<file path="config.mk">
export PLATFORM = sky130hd
export DESIGN_NAME = rsa_block_sequencer_flat
export DESIGN_NICKNAME = d
export VERILOG_FILES = /design/src/rtl/rsa_pkg.sv /design/src/rtl/rsa_block_sequencer_if.sv /design/src/rtl/rsa_byte_packer.sv /design/src/rtl/rsa_block_sequencer.sv /design/src/flat_wrapper.sv
export SDC_FILE = /design/constraint.sdc
export NUM_CORES = 1
export LEC_CHECK = 0
export CORE_ASPECT_RATIO = 1.5
export CORE_MARGIN = 8
export CORE_UTILIZATION = 51
export CTS_CLUSTER_DIAMETER = 30
export DETAILED_ROUTE_END_ITERATION = 8
export PLACE_DENSITY_LB_ADDON = 0.05
export SETUP_SLACK_MARGIN = 0.02
export SYNTH_ARGS = -nofsm -noshare
export SYNTH_HDL_FRONTEND = slang
export SYNTH_SLANG_ARGS = --single-unit
</file>
<file path="constraint.sdc">
create_clock -name clk -period 5.07 [get_ports clk]
set_input_delay 0.507 -clock clk [delete_from_list [all_inputs] [get_ports clk]]
set_output_delay 0.507 -clock clk [all_outputs]
set_load 0.02 [all_outputs]
</file>
<file path="src/rtl/rsa_pkg.sv">
// Shared constants and types for the RSA block sequencer front end.
package rsa_pkg;

  localparam int WORD_W          = 32;
  localparam int BYTE_W          = 8;
  localparam int BYTES_PER_WORD  = 4;
  localparam int TIMEOUT_DEFAULT = 4096;

  typedef enum logic [2:0] {
    FILL,
    CHECK,
    LAUNCH,
    WAIT,
    EMIT
  } state_t;

endpackage

</file>
<file path="src/rtl/rsa_block_sequencer_if.sv">
// Byte input stream, core launch/return bus and cipher output stream.
interface rsa_block_sequencer_if;
  import rsa_pkg::*;

  logic [BYTE_W-1:0] in_byte;
  logic              in_valid;
  logic              in_ready;
  logic              in_last;
  logic [WORD_W-1:0] n;
  logic              core_start;
  logic [WORD_W-1:0] core_msg;
  logic              core_done;
  logic [WORD_W-1:0] core_cipher;
  logic [WORD_W-1:0] out_word;
  logic              out_valid;
  logic              out_ready;
  logic              out_err;
  logic              out_last;

  // Sequencer side.
  modport master (
    input  in_byte, in_valid, in_last, n, core_done, core_cipher, out_ready,
    output in_ready, core_start, core_msg, out_word, out_valid, out_err, out_last
  );

  // Environment side: byte source, exponentiation core and output sink.
  modport slave (
    output in_byte, in_valid, in_last, n, core_done, core_cipher, out_ready,
    input  in_ready, core_start, core_msg, out_word, out_valid, out_err, out_last
  );

endinterface

</file>
<file path="src/rtl/rsa_byte_packer.sv">
// Packs bytes big-endian into a word; a short word is left-justified with
// zero padding in its low bytes.
module rsa_byte_packer
  import rsa_pkg::*;
(
  input  logic              clk,
  input  logic              reset,
  input  logic              accept,
  input  logic [BYTE_W-1:0] byte_in,
  input  logic              last_in,
  input  logic              clear,
  output logic [WORD_W-1:0] word,
  output logic              word_valid,
  output logic              word_end,
  output logic              last_flag
);

  localparam int CNT_W = $clog2(BYTES_PER_WORD + 1);
  localparam logic [CNT_W-1:0] FULL     = CNT_W'(BYTES_PER_WORD);
  localparam logic [CNT_W-1:0] LAST_IDX = CNT_W'(BYTES_PER_WORD - 1);

  logic [WORD_W-1:0] shift;
  logic [CNT_W-1:0]  count;

  // Move the k collected bytes from the low end up to the top of the word.
  function automatic logic [WORD_W-1:0] justify(input logic [WORD_W-1:0] s,
                                                input logic [CNT_W-1:0] c);
    case (c)
      CNT_W'(1): justify = s << 24;
      CNT_W'(2): justify = s << 16;
      CNT_W'(3): justify = s << 8;
      default:   justify = s;
    endcase
  endfunction

  // Shift register, byte count and last-byte capture.
  always_ff @(posedge clk or negedge reset) begin
    if (!reset) begin
      shift     <= '0;
      count     <= '0;
      last_flag <= 1'b0;
    end else if (clear) begin
      shift     <= '0;
      count     <= '0;
      last_flag <= 1'b0;
    end else if (accept) begin
      shift     <= {shift[WORD_W-BYTE_W-1:0], byte_in};
      count     <= count + CNT_W'(1);
      last_flag <= last_in;
    end
  end

  assign word       = justify(shift, count);
  assign word_valid = (count == FULL) || last_flag;
  // The byte being accepted now completes the word.
  assign word_end   = accept && (last_in || (count == LAST_IDX));

endmodule

</file>
<file path="src/rtl/rsa_block_sequencer.sv">
// Collects a message word, range-checks it against n, runs the core with
// a timeout and presents the cipher (or error) on the output stream.
module rsa_block_sequencer
  import rsa_pkg::*;
#(
  parameter int TIMEOUT_CYCLES = TIMEOUT_DEFAULT
) (
  input  logic                 clk,
  input  logic                 reset,
  rsa_block_sequencer_if.master bus
);

  localparam int TMR_W = $clog2(TIMEOUT_CYCLES);
  localparam logic [TMR_W-1:0] TMR_LAST = TMR_W'(TIMEOUT_CYCLES - 1);

  state_t            state;
  state_t            next_state;
  logic [TMR_W-1:0]  timer;
  logic [WORD_W-1:0] word;
  logic              word_valid;
  logic              word_end;
  logic              last_flag;
  logic              accept;
  logic              pack_clear;
  logic              range_err;
  logic              timeout;

  assign accept    = bus.in_valid && bus.in_ready;
  assign range_err = (bus.n < 32'd2) || (word >= bus.n);
  assign timeout   = (timer == TMR_LAST);

  rsa_byte_packer u_packer (
    .clk        (clk),
    .reset      (reset),
    .accept     (accept),
    .byte_in    (bus.in_byte),
    .last_in    (bus.in_last),
    .clear      (pack_clear),
    .word       (word),
    .word_valid (word_valid),
    .word_end   (word_end),
    .last_flag  (last_flag)
  );

  // State register.
  always_ff @(posedge clk or negedge reset) begin
    if (!reset) state <= FILL;
    else        state <= next_state;
  end

  // Next-state decode; core_done beats a same-cycle timeout.
  always_comb begin
    next_state = state;
    case (state)
      FILL:    if (word_end) next_state = CHECK;
      CHECK:   next_state = (word_valid && !range_err) ? LAUNCH : EMIT;
      LAUNCH:  next_state = WAIT;
      WAIT:    if (bus.core_done || timeout) next_state = EMIT;
      EMIT:    if (bus.out_ready) next_state = FILL;
      default: next_state = FILL;
    endcase
  end

  // Unregistered controls decoded from the state register.
  always_comb begin
    bus.in_ready = (state == FILL);
    pack_clear   = (state == EMIT) && bus.out_ready;
  end

  // Registered core launch, timer and output word/flags.
  always_ff @(posedge clk or negedge reset) begin
    if (!reset) begin
      bus.core_start <= 1'b0;
      bus.core_msg   <= '0;
      bus.out_word   <= '0;
      bus.out_valid  <= 1'b0;
      bus.out_err    <= 1'b0;
      bus.out_last   <= 1'b0;
      timer          <= '0;
    end else begin
      bus.core_start <= (state == CHECK) && (next_state == LAUNCH);
      case (state)
        CHECK: begin
          if (next_state == LAUNCH) begin
            bus.core_msg <= word;
          end else begin
            bus.out_word  <= word;
            bus.out_err   <= 1'b1;
            bus.out_valid <= 1'b1;
            bus.out_last  <= last_flag;
          end
        end
        LAUNCH: timer <= '0;
        WAIT: begin
          if (bus.core_done) begin
            bus.out_word  <= bus.core_cipher;
            bus.out_err   <= 1'b0;
            bus.out_valid <= 1'b1;
            bus.out_last  <= last_flag;
          end else if (timeout) begin
            bus.out_word  <= '0;
            bus.out_err   <= 1'b1;
            bus.out_valid <= 1'b1;
            bus.out_last  <= last_flag;
          end else begin
            timer <= timer + TMR_W'(1);
          end
        end
        EMIT: if (bus.out_ready) bus.out_valid <= 1'b0;
        default: ;
      endcase
    end
  end

endmodule

</file>
<file path="src/flat_wrapper.sv">
// flat-port wrapper written by rule: the top's interface ports become plain ports
module rsa_block_sequencer_flat import rsa_pkg::*;
#(
  parameter int TIMEOUT_CYCLES = TIMEOUT_DEFAULT
)
  (clk, reset, bus_in_byte, bus_in_valid, bus_in_last, bus_n, bus_core_done, bus_core_cipher, bus_out_ready, bus_in_ready, bus_core_start, bus_core_msg, bus_out_word, bus_out_valid, bus_out_err, bus_out_last);
  rsa_block_sequencer_if bus_i ();
  input  logic clk;
  input  logic reset;
  input wire logic [$bits(bus_i.in_byte)-1:0] bus_in_byte;
  input wire logic [$bits(bus_i.in_valid)-1:0] bus_in_valid;
  input wire logic [$bits(bus_i.in_last)-1:0] bus_in_last;
  input wire logic [$bits(bus_i.n)-1:0] bus_n;
  input wire logic [$bits(bus_i.core_done)-1:0] bus_core_done;
  input wire logic [$bits(bus_i.core_cipher)-1:0] bus_core_cipher;
  input wire logic [$bits(bus_i.out_ready)-1:0] bus_out_ready;
  output wire logic [$bits(bus_i.in_ready)-1:0] bus_in_ready;
  output wire logic [$bits(bus_i.core_start)-1:0] bus_core_start;
  output wire logic [$bits(bus_i.core_msg)-1:0] bus_core_msg;
  output wire logic [$bits(bus_i.out_word)-1:0] bus_out_word;
  output wire logic [$bits(bus_i.out_valid)-1:0] bus_out_valid;
  output wire logic [$bits(bus_i.out_err)-1:0] bus_out_err;
  output wire logic [$bits(bus_i.out_last)-1:0] bus_out_last;
  assign bus_i.in_byte = bus_in_byte;
  assign bus_i.in_valid = bus_in_valid;
  assign bus_i.in_last = bus_in_last;
  assign bus_i.n = bus_n;
  assign bus_i.core_done = bus_core_done;
  assign bus_i.core_cipher = bus_core_cipher;
  assign bus_i.out_ready = bus_out_ready;
  assign bus_in_ready = bus_i.in_ready;
  assign bus_core_start = bus_i.core_start;
  assign bus_core_msg = bus_i.core_msg;
  assign bus_out_word = bus_i.out_word;
  assign bus_out_valid = bus_i.out_valid;
  assign bus_out_err = bus_i.out_err;
  assign bus_out_last = bus_i.out_last;
  rsa_block_sequencer #(.TIMEOUT_CYCLES(TIMEOUT_CYCLES)) u_core (.clk(clk), .reset(reset), .bus(bus_i));
endmodule
</file>
## Word level (Yosys, flattened, before mapping)

Index checks and enable logic that the tools add are counted.

| word-level totals | value |
|---|---|
| register bits after elaboration | 119 |
| input port bits | 78 |
| output and inout bits | 69 |
| word-level logic and storage cells | 79 |

| cells by class | value |
|---|---|
| add/subtract/negate cells | 2 |
| $lt $le $gt $ge | 2 |
| equal/unequal tests | 15 |
| mux-type cells | 30 |
| reduce and logical (&&, ||, !) cells | 19 |

Operators with widths:

| operator | count |
|---|---|
| two-way mux 32 bit | 5 |
| one-hot mux 32 bit (3 select lines) | 1 |
| one-hot mux 32 bit (2 select lines) | 1 |
| >= comparator 32 bit | 1 |
| < comparator 32 x 2 -> 1 bit (second input constant) | 1 |
| two-way mux 12 bit | 2 |
| one-hot mux 12 bit (2 select lines) | 1 |
| two-way mux 3 bit | 6 |
| == test 3 x 2 -> 1 bit (second input constant) | 5 |
| one-hot mux 3 bit (5 select lines) | 1 |
| adder 12 x 1 -> 12 bit (second input constant) | 1 |
| == test 12 bit (second input constant) | 1 |
| two-way mux 1 bit | 10 |
| != test 2 bit (second input constant) | 4 |
| == test 3 x 1 -> 1 bit (second input constant) | 2 |
| == test 3 bit (second input constant) | 2 |
| AND reduction 3 bit | 2 |
| nonzero test 2 bit | 3 |
| logical AND 1 bit | 5 |
| logical OR 1 bit | 4 |
| one-hot mux 1 bit (2 select lines) | 2 |
| AND reduction 4 bit | 1 |
| adder 3 x 1 -> 3 bit (second input constant) | 1 |
| zero test 3 bit | 1 |
| other kinds (5) | 5 |

## Depth between registers and ports, before layout

Gate-level depths: netlist of run 1.

| depth | value |
|---|---|
| depth after elaboration | 11 |
| gate-level depth with buffers | 15 |
| depth with buffers taken out | 12 |

## Cells and area by module

A second synthesis of run 1 with hierarchy kept.

| unflattened totals | value |
|---|---|
| cells, all modules | 655 |
| area, all modules | 6862.8 sq um |

By module, submodules not included:

| module | times used | cells each | area each (sq um) | sequential area each (sq um) |
|---|---|---|---|---|
| rsa_block_sequencer | 1 | 460 | 4788.3 | 2077.0 |
| rsa_byte_packer | 1 | 195 | 2074.5 | 900.9 |

## Least setup slack after synthesis of run 1

No wires, ideal clock.

| timing path | value |
|---|---|
| path kind | reg2reg |
| start | register u_core.u_packer.count[0] |
| end | register u_core.bus.core_msg[10] |
| setup time | 0.125 ns |
| arrival | 3.712 ns |
| data required time | 4.945 ns |
| path slack | 1.233 ns |
| cell stages (with the launch flop) | 15 |
| path buffers | 3 |
| period minus slack after synthesis | 3.837 ns |
| path through | dfrtp_1 -> ha_1 -> ha_1 -> clkbuf_1 -> clkbuf_1 -> a222oi_1 -> o21ai_0 -> ha_1 -> nand4_1 -> or4_1 -> a2bb2oi_1 -> or4b_2 -> nor2_1 -> buf_2 -> mux2_2 |

| between the ends | value |
|---|---|
| cells in the longest elaborated chain, start to end | 10 |
| elaborated cells on any way between the ends | 17 |
| classes of those cells | 1 x order compare; 5 x eq/ne; 4 x mux; 7 x reduce/logical |

RTL lines:

| item | RTL line | text |
|---|---|---|
| start: declaration | rsa_byte_packer.sv:23 | `logic [CNT_W-1:0] count;` |
| start signal: assignment | rsa_byte_packer.sv:48 | `count <= count + CNT_W'(1);` |
| == test 3 x 2 -> 1 bit or == test 3 x 1 -> 1 bit (tied branches) | rsa_byte_packer.sv:28 | `case (c)` |
| one-hot mux 32 bit (3 select lines) (*) | rsa_byte_packer.sv:28 |  |
| net u_core.u_packer.word[25] | rsa_byte_packer.sv:12 | `output logic [WORD_W-1:0] word,` |
| >= comparator 32 bit (*) | rsa_block_sequencer.sv:29 | `assign range_err = (bus.n < 32'd2) \|\| (word >= bus.n);` |
| logical OR 1 bit (*) | rsa_block_sequencer.sv:29 |  |
| zero test 1 bit (*) | rsa_block_sequencer.sv:56 | `CHECK: next_state = (word_valid && !range_err) ? LAUNCH : EMIT;` |
| logical AND 1 bit (*) | rsa_block_sequencer.sv:56 |  |
| two-way mux 3 bit (*) | rsa_block_sequencer.sv:56 |  |
| one-hot mux 3 bit (5 select lines) (*) | rsa_block_sequencer.sv:54 | `case (state)` |
| == test 3 x 2 -> 1 bit (*) | rsa_block_sequencer.sv:84 | `if (next_state == LAUNCH) begin` |
| AND reduction 2 bit (no source line) (*) | n/a |  |
| end signal: assignment | rsa_block_sequencer.sv:85 | `bus.core_msg <= word;` |
| end: declaration | rsa_block_sequencer_if.sv:23 | `output in_ready, core_start, core_msg, out_word, out_valid, out_err, out_last` |

The timed path passes the listed nets; every way through them passes the cells marked *.
A chain may end at the register's enable or synchronous reset.

## Final worst setup path of run 1

| timing path | value |
|---|---|
| start | register u_core.u_packer.count[1] |
| end | register u_core.bus.core_msg[7] |

The elaborated chain is that of the path after synthesis.

==> results.cfg, run 1 <==
[status]
status = finished, final reports clean

[floorplanning]
dieArea_um2 = 16600
ioPinCount = 147
die_w_um = 108
coreArea_um2 = 12400
rows = 50
initial_utilization_pct = 52.0
fp.dieH_um = 154

[sta]
fmax_mhz = 214
setup-tns-final_ns = 0
rsz0062_at_grt = false
whs_ns = 0.192
setup_viol = 0
fin_crit_ns = 4.67
finalCritPeriodShare_pct = 92.1
tightest_slew_ns = 1.23
hold_viol_final = 0
relSlewSlack_pct = 17.9
drv_slew = 0
clock_skew_ns = 0.0101

[cts]
post_cts.repair.setup_buffers = 0
cts_made_buffers = 17
cts_hold_buf = 0
tritoncts = done
htreeDepth = 4
root_buffer = clkbuf_16
cts_resized = 0
clockBufferDepth = 2
insertion_delay_ns = 0.41
clk_pin_slew_ns = 0.06
cts_num_sinks = 119

[power_and_ir_drop]
powerDensity_nw_per_um2 = 633
power_mw = 5.51
ir_drop_mv = 0.330
p_leak_nw = 4.08

[worst_setup_path]
timing.rr.end = u_core.bus.core_msg[7]
cp_max_fo = 25
cp_num_buf_inv = 1
cp_slowest_cell = ha_1
critPathLaunchType = flip-flop
critPathCaptureType = flip-flop
reg2reg_from = u_core.u_packer.count[1]
r2r_setup_slack_ns = 0.40
critPathMostFrequentCell = ha_1
cp.depth = 12
criticalPathCategory = reg2reg
r2r_cells = 12
critPathTopFamily = adder cells
critical_path_arrival_ns = 4.96
crit_chain = ha_1 -> ha_1 -> a222oi_1 -> o21ai_0 -> ha_1 -> nand4_1 -> or4_1 -> a2bb2oi_1 -> or4b_2 -> nor2_2 -> buf_4 -> mux2_2
max_stage_delay_ns = 0.71
startpoint = u_core.u_packer.count[1]
critPathRequiredTime_ns = 5.36
crit_end = u_core.bus.core_msg[7]

[synth]
synth_enable_flop_cells = 0
synth.top_cell.area_share_pct = 46.2
synth-seq-area-share_pct = 46.2
yosys_warnings = 0
ys_seq_elements = 119
muxShareOfSynthArea_pct = 8.56
netlist_area_um2 = 6440
synth_top_cell_by_area = dfrtp_1
syn_avg_cell_area_um2 = 10.1
synth_top_family_by_area = compound AO/OA/AOI/OAI gates
synthAdderAreaFrac_pct = 7.38
syn-num-nets = 752
synth.distinct_cells = 46
synth-simple-area-share_pct = 14.5
synth_compound_area_share_pct = 17.6
async_flop_share_pct = 100
ys_top_cells_by_area = dfrtp_1 (46%), ha_1 (7.4%), mux2_2 (6.5%), nand2_1 (5.1%), a22o_1 (4.5%)
synth_top_flop_cell = dfrtp_1
synth_xor_area_share_pct = 0.951
netlist_instances = 636

[detailed_routing]
drt_iter0_drc = 351
drc = 0
totalWireLength_mm = 19.9
via_per_inst = 5.86
final_antenna_net_count = 0
firstDrtPassIters = 6
drt-wirelength-per-cell_um = 21.0
vias = 5574

[layout]
final_cell_count_no_fill = 951
fin_nets = 898
syn_to_final_growth_pct = 35.1
drive_gt1_share_pct = 11.8
fill_cells = 965
diodes = 0

[global_routing]
grt_pass1_vias = 5892
grt_usage_pct = 24.5
grt_antenna_before_repair = 0
grt_max_degree = 66
overflow = 0
grt_pass1_wl_mm = 31.8

[place]
dpl.cell_count = 919
numPortBuffers = 146
place.detailed.hpwl_mm = 15.1
place_congestion = 0.898

[run]
cap_violations = 0

[worst_hold_path]
hp-class = in2async
## area by class of cell
cell class / instances / area [µm²] / area share (%)
inverters: 37 / 139 / 1.60
flip-flops and latches: 119 / 2980 / 34.2
clock inverters: 12 / 176 / 2.03
repair buffers: 166 / 1610 / 18.5
clock buffers: 20 / 437 / 5.02
multi-input cells: 441 / 3170 / 36.4
well taps: 156 / 195 / 2.24
## per-layer routing
metal	wire (µm)	track usage [%]
met1	7740	27.5
met2	10400	43.1
met3	1360	6.53
met4	401	8.57
met5	0	0
## power by group
| group | switching, mW | leakage, nW | internal (mW) |
|---|---|---|---|
| logic | 1.45 | 2.24 | 1.18 |
| registers | 0.325 | 1.55 | 1.31 |
| clock network | 0.431 | 0.294 | 0.822 |
| total | 2.21 | 4.08 | 3.31 |
## sequential cells by signal, indices dropped and copies added, names as in the netlist
name                       cells
u_core.u_packer.count          3
u_core.bus.out_valid           1
u_core.timer                  12
u_core.u_packer.last_flag      1
u_core.u_packer.shift         32
u_core.bus.core_msg           32
u_core.bus.out_last            1
u_core.bus.out_err             1
u_core.state                   3
u_core.bus.core_start          1
u_core.bus.out_word           32
## kinds of logic after synthesis
logic type / Yosys count
multiplexers: 49
AND/OR/NAND/NOR: 189
AO/OA/AOI/OAI: 158
adder cells (fa/ha/maj): 38
flip-flops: 119
buffers and inverters: 76
XOR/XNOR: 7
## cells in the final DEF (no fill, tap or decap), types with 3 or more instances in the layout
cell type	netlist	layout
clkdlybuf4s50_1	0	145
dfrtp_1	119	119
nand2_1	87	87
o21ai_0	39	39
ha_1	38	38
inv_1	37	37
mux2_2	37	37
a22o_1	33	33
a21oi_1	21	21
buf_4	1	21
nand3_1	20	20
and3_1	20	20
a2bb2oi_1	18	18
clkbuf_16	0	17
a211oi_1	16	16
and2_1	13	13
mux2_1	12	12
nor2_1	11	9
a22oi_1	8	8
a222oi_1	8	8
nand4_1	8	8
nor4_1	7	7
xor2_1	6	6
nor2b_1	5	5
nand2b_1	4	4
bufinv_16	0	4
nor3_1	3	3
a21o_1	3	3
or3_1	3	3
clkbuf_1	32	3
clkinv_2	0	3
## cell usage after synthesis (all sizes together), types with 4 or more instances
library cell,number
nor2,11
xor2,6
a222oi,8
ha,38
inv,37
a2bb2oi,18
a211oi,16
nor4,8
a21oi,22
nand4,8
mux2,49
dfrtp,119
and3,20
clkbuf,32
a22oi,8
nand3,20
nand2b,4
nand2,87
a22o,33
buf,7
o21ai,39
nor2b,5
and2,13
## worst min path at each step
stage | end | slack (ns) | cells past startpoint
5_1_grt | u_core.bus.core_msg[22] | 0.26 | 1
3_5_place_dp | u_core.bus.out_word[7] | 0.48 | 1
6_report | u_core.bus.core_msg[22] | 0.19 | 1
2_1_floorplan | u_core.bus.core_msg[0] | 0.21 | 0
4_1_cts | u_core.bus.core_msg[22] | 0.23 | 1
3_3_place_gp | u_core.bus.out_word[5] | 0.47 | 1
## per-stage QoR
stage | utilization (%) | worst slack [ns] | area, µm²
after floorplan | - | 1.23 | 6440
after global placement | 65.3 | 0.448 | 8090
after detailed placement | 65.3 | 0.303 | 8090
after CTS | 70.2 | 0.298 | 8700
after global routing | 70.3 | 0.0998 | 8710
final | 70.3 | 0.398 | 8710
Power figures use the tool's default switching activity.
==> run 2, diff against run 1 <==
--- a/config.mk
+++ b/config.mk
@@ -10,7 +10,7 @@
 export CORE_UTILIZATION = 51
 export CTS_CLUSTER_DIAMETER = 30
 export DETAILED_ROUTE_END_ITERATION = 8
-export PLACE_DENSITY_LB_ADDON = 0.05
+export PLACE_DENSITY = 0.81
 export SETUP_SLACK_MARGIN = 0.02
 export SYNTH_ARGS = -nofsm -noshare
 export SYNTH_HDL_FRONTEND = slang
==> run 2 against run 1 <==
  * Cell count decreased by 0.11%
  * Clock skew decreased by 0.0022 ns
  * Final area about the same
  * Register-to-register slack got worse by 0.15 ns
  * Via count increased by 4.6%
  * Combinational power about the same
  * Global-route usage increased by 1.1 points
  * Count of clock-buffer cells in the layout increased by 3
  * Critical path depth increased by 1
  * First-iteration DRC count increased by 36%
==> results.cfg, run 2 (same netlist as run 1, synthesis figures left out) <==
[layout]
drive_gt1_share_pct = 11.6
diodes = 0
most-common-layout-cells = clkdlybuf4s50_1 (145), dfrtp_1 (119), nand2_1 (87)
utilization_pct = 70.3
final_cell_count_no_fill = 950
postLayoutCellArea_um2 = 8710
top_regs = u_core.bus.core_msg x32, u_core.bus.out_word x32, u_core.u_packer.shift x32
fin_nets = 897
final_common_cell = clkdlybuf4s50_1
syn_to_final_growth_pct = 35.2

[sta]
setup-tns-final_ns = 0
drv_slew = 0
clock_skew_ns = 0.00790
hold_viol_final = 0
tightest_slew_ns = 1.15
relSlewSlack_pct = 23.3
rsz0062_at_grt = false
whs_ns = 0.266
setup_viol = 0
fmax_mhz = 208
fin_crit_ns = 4.82
finalCritPeriodShare_pct = 95.0
finalWorstSetupSlack_ns = 0.253

[detailed_routing]
via_per_inst = 6.14
vias = 5832
drt-wirelength-per-cell_um = 21.9
totalWireLength_mm = 20.8
final_antenna_net_count = 0
drc = 0
firstDrtPassIters = 8
drt_iter0_drc = 478

[place]
post_dp_cell_area_um2 = 8080
place_congestion = 1.00
dpl.cell_count = 918
preCtsSetupSlack_ns = 0.309
numPortBuffers = 146
place.detailed.hpwl_mm = 14.9

[floorplanning]
rows = 50
initial_utilization_pct = 52.0
ioPinCount = 147
dieArea_um2 = 16600
die_w_um = 108
coreArea_um2 = 12400
fp.dieH_um = 154

[cts]
htreeDepth = 4
cts_resized = 0
cts_made_buffers = 17
post_cts.repair.setup_buffers = 0
tritoncts = done
insertion_delay_ns = 0.41
clk_pin_slew_ns = 0.05
clockBufferDepth = 2
cts_num_sinks = 119
cts_hold_buf = 0
root_buffer = clkbuf_16

[worst_setup_path]
critPathRequiredTime_ns = 5.39
critPathCaptureType = flip-flop
reg2reg_from = u_core.u_packer.count[1]
r2r_setup_slack_ns = 0.25
critPathLaunchType = flip-flop
startpoint = u_core.u_packer.count[1]
cp_max_fo = 20
r2r_cells = 13
critical_path_arrival_ns = 5.14
criticalPathCategory = reg2reg
timing.rr.end = u_core.bus.out_word[21]
crit_end = u_core.bus.out_word[21]

[global_routing]
grt_antenna_before_repair = 0
grt_usage_pct = 25.6
grt_max_degree = 80
grt_pass1_vias = 6096
grt_pass1_wl_mm = 33.2
overflow = 0

[worst_hold_path]
hp-class = in2async

[status]
status = finished, final reports clean

[power_and_ir_drop]
powerDensity_nw_per_um2 = 642
power_mw = 5.59
p_leak_nw = 4.09
ir_drop_mv = 0.335

[run]
cap_violations = 0
[run 2: critical path, cell delays in order (launching register included)]
cell       delay, ns
dfrtp_1         0.43
inv_1           0.12
ha_1            0.20
nor2b_1         0.62
a222oi_1        0.20
o21ai_0         0.65
ha_1            0.24
nand4_1         0.14
or4_1           0.61
a2bb2oi_1       0.18
nor3b_1         0.20
a21oi_4         0.63
buf_4           0.30
a2bb2oi_1       0.19
[run 2: where the power goes]
group          internal (mW)  leakage [nW]  switching, mW
Clock                  0.883         0.305          0.420
Combinational           1.17          2.23           1.48
Sequential              1.31          1.55          0.331
[run 2: area by class of cell]
| class | count | area, µm² |
|---|---|---|
| flip-flops and latches | 119 | 2980 |
| fillers | 908 | 3670 |
| clock inverters | 9 | 173 |
| inverters | 37 | 139 |
| clock buffers | 23 | 458 |
| multi-input cells | 441 | 3170 |
| well taps | 156 | 195 |
| repair buffers | 165 | 1600 |
[run 2: worst min-delay path by stage]
stage	from	to	cells after the start
2_1_floorplan	reset	u_core.bus.core_msg[0]	0
3_3_place_gp	u_core.bus.out_word[14]	u_core.bus.out_word[14]	1
5_1_grt	reset	u_core.u_packer.last_flag	1
4_1_cts	reset	u_core.bus.core_msg[30]	1
3_5_place_dp	u_core.bus.out_word[10]	u_core.bus.out_word[10]	1
6_report	reset	u_core.bus.core_msg[30]	1
[run 2: metal layers]
| layer | track usage [%] | part of all wire (%) | up-vias |
|---|---|---|---|
| met5 | 0 | 0 | - |
| met4 | 13.7 | 5.5 | 0 |
| met3 | 6.82 | 8.2 | 81 |
| met2 | 42.1 | 50 | 317 |
| met1 | 29.4 | 37 | 2836 |
| li1 | - | - | 2598 |
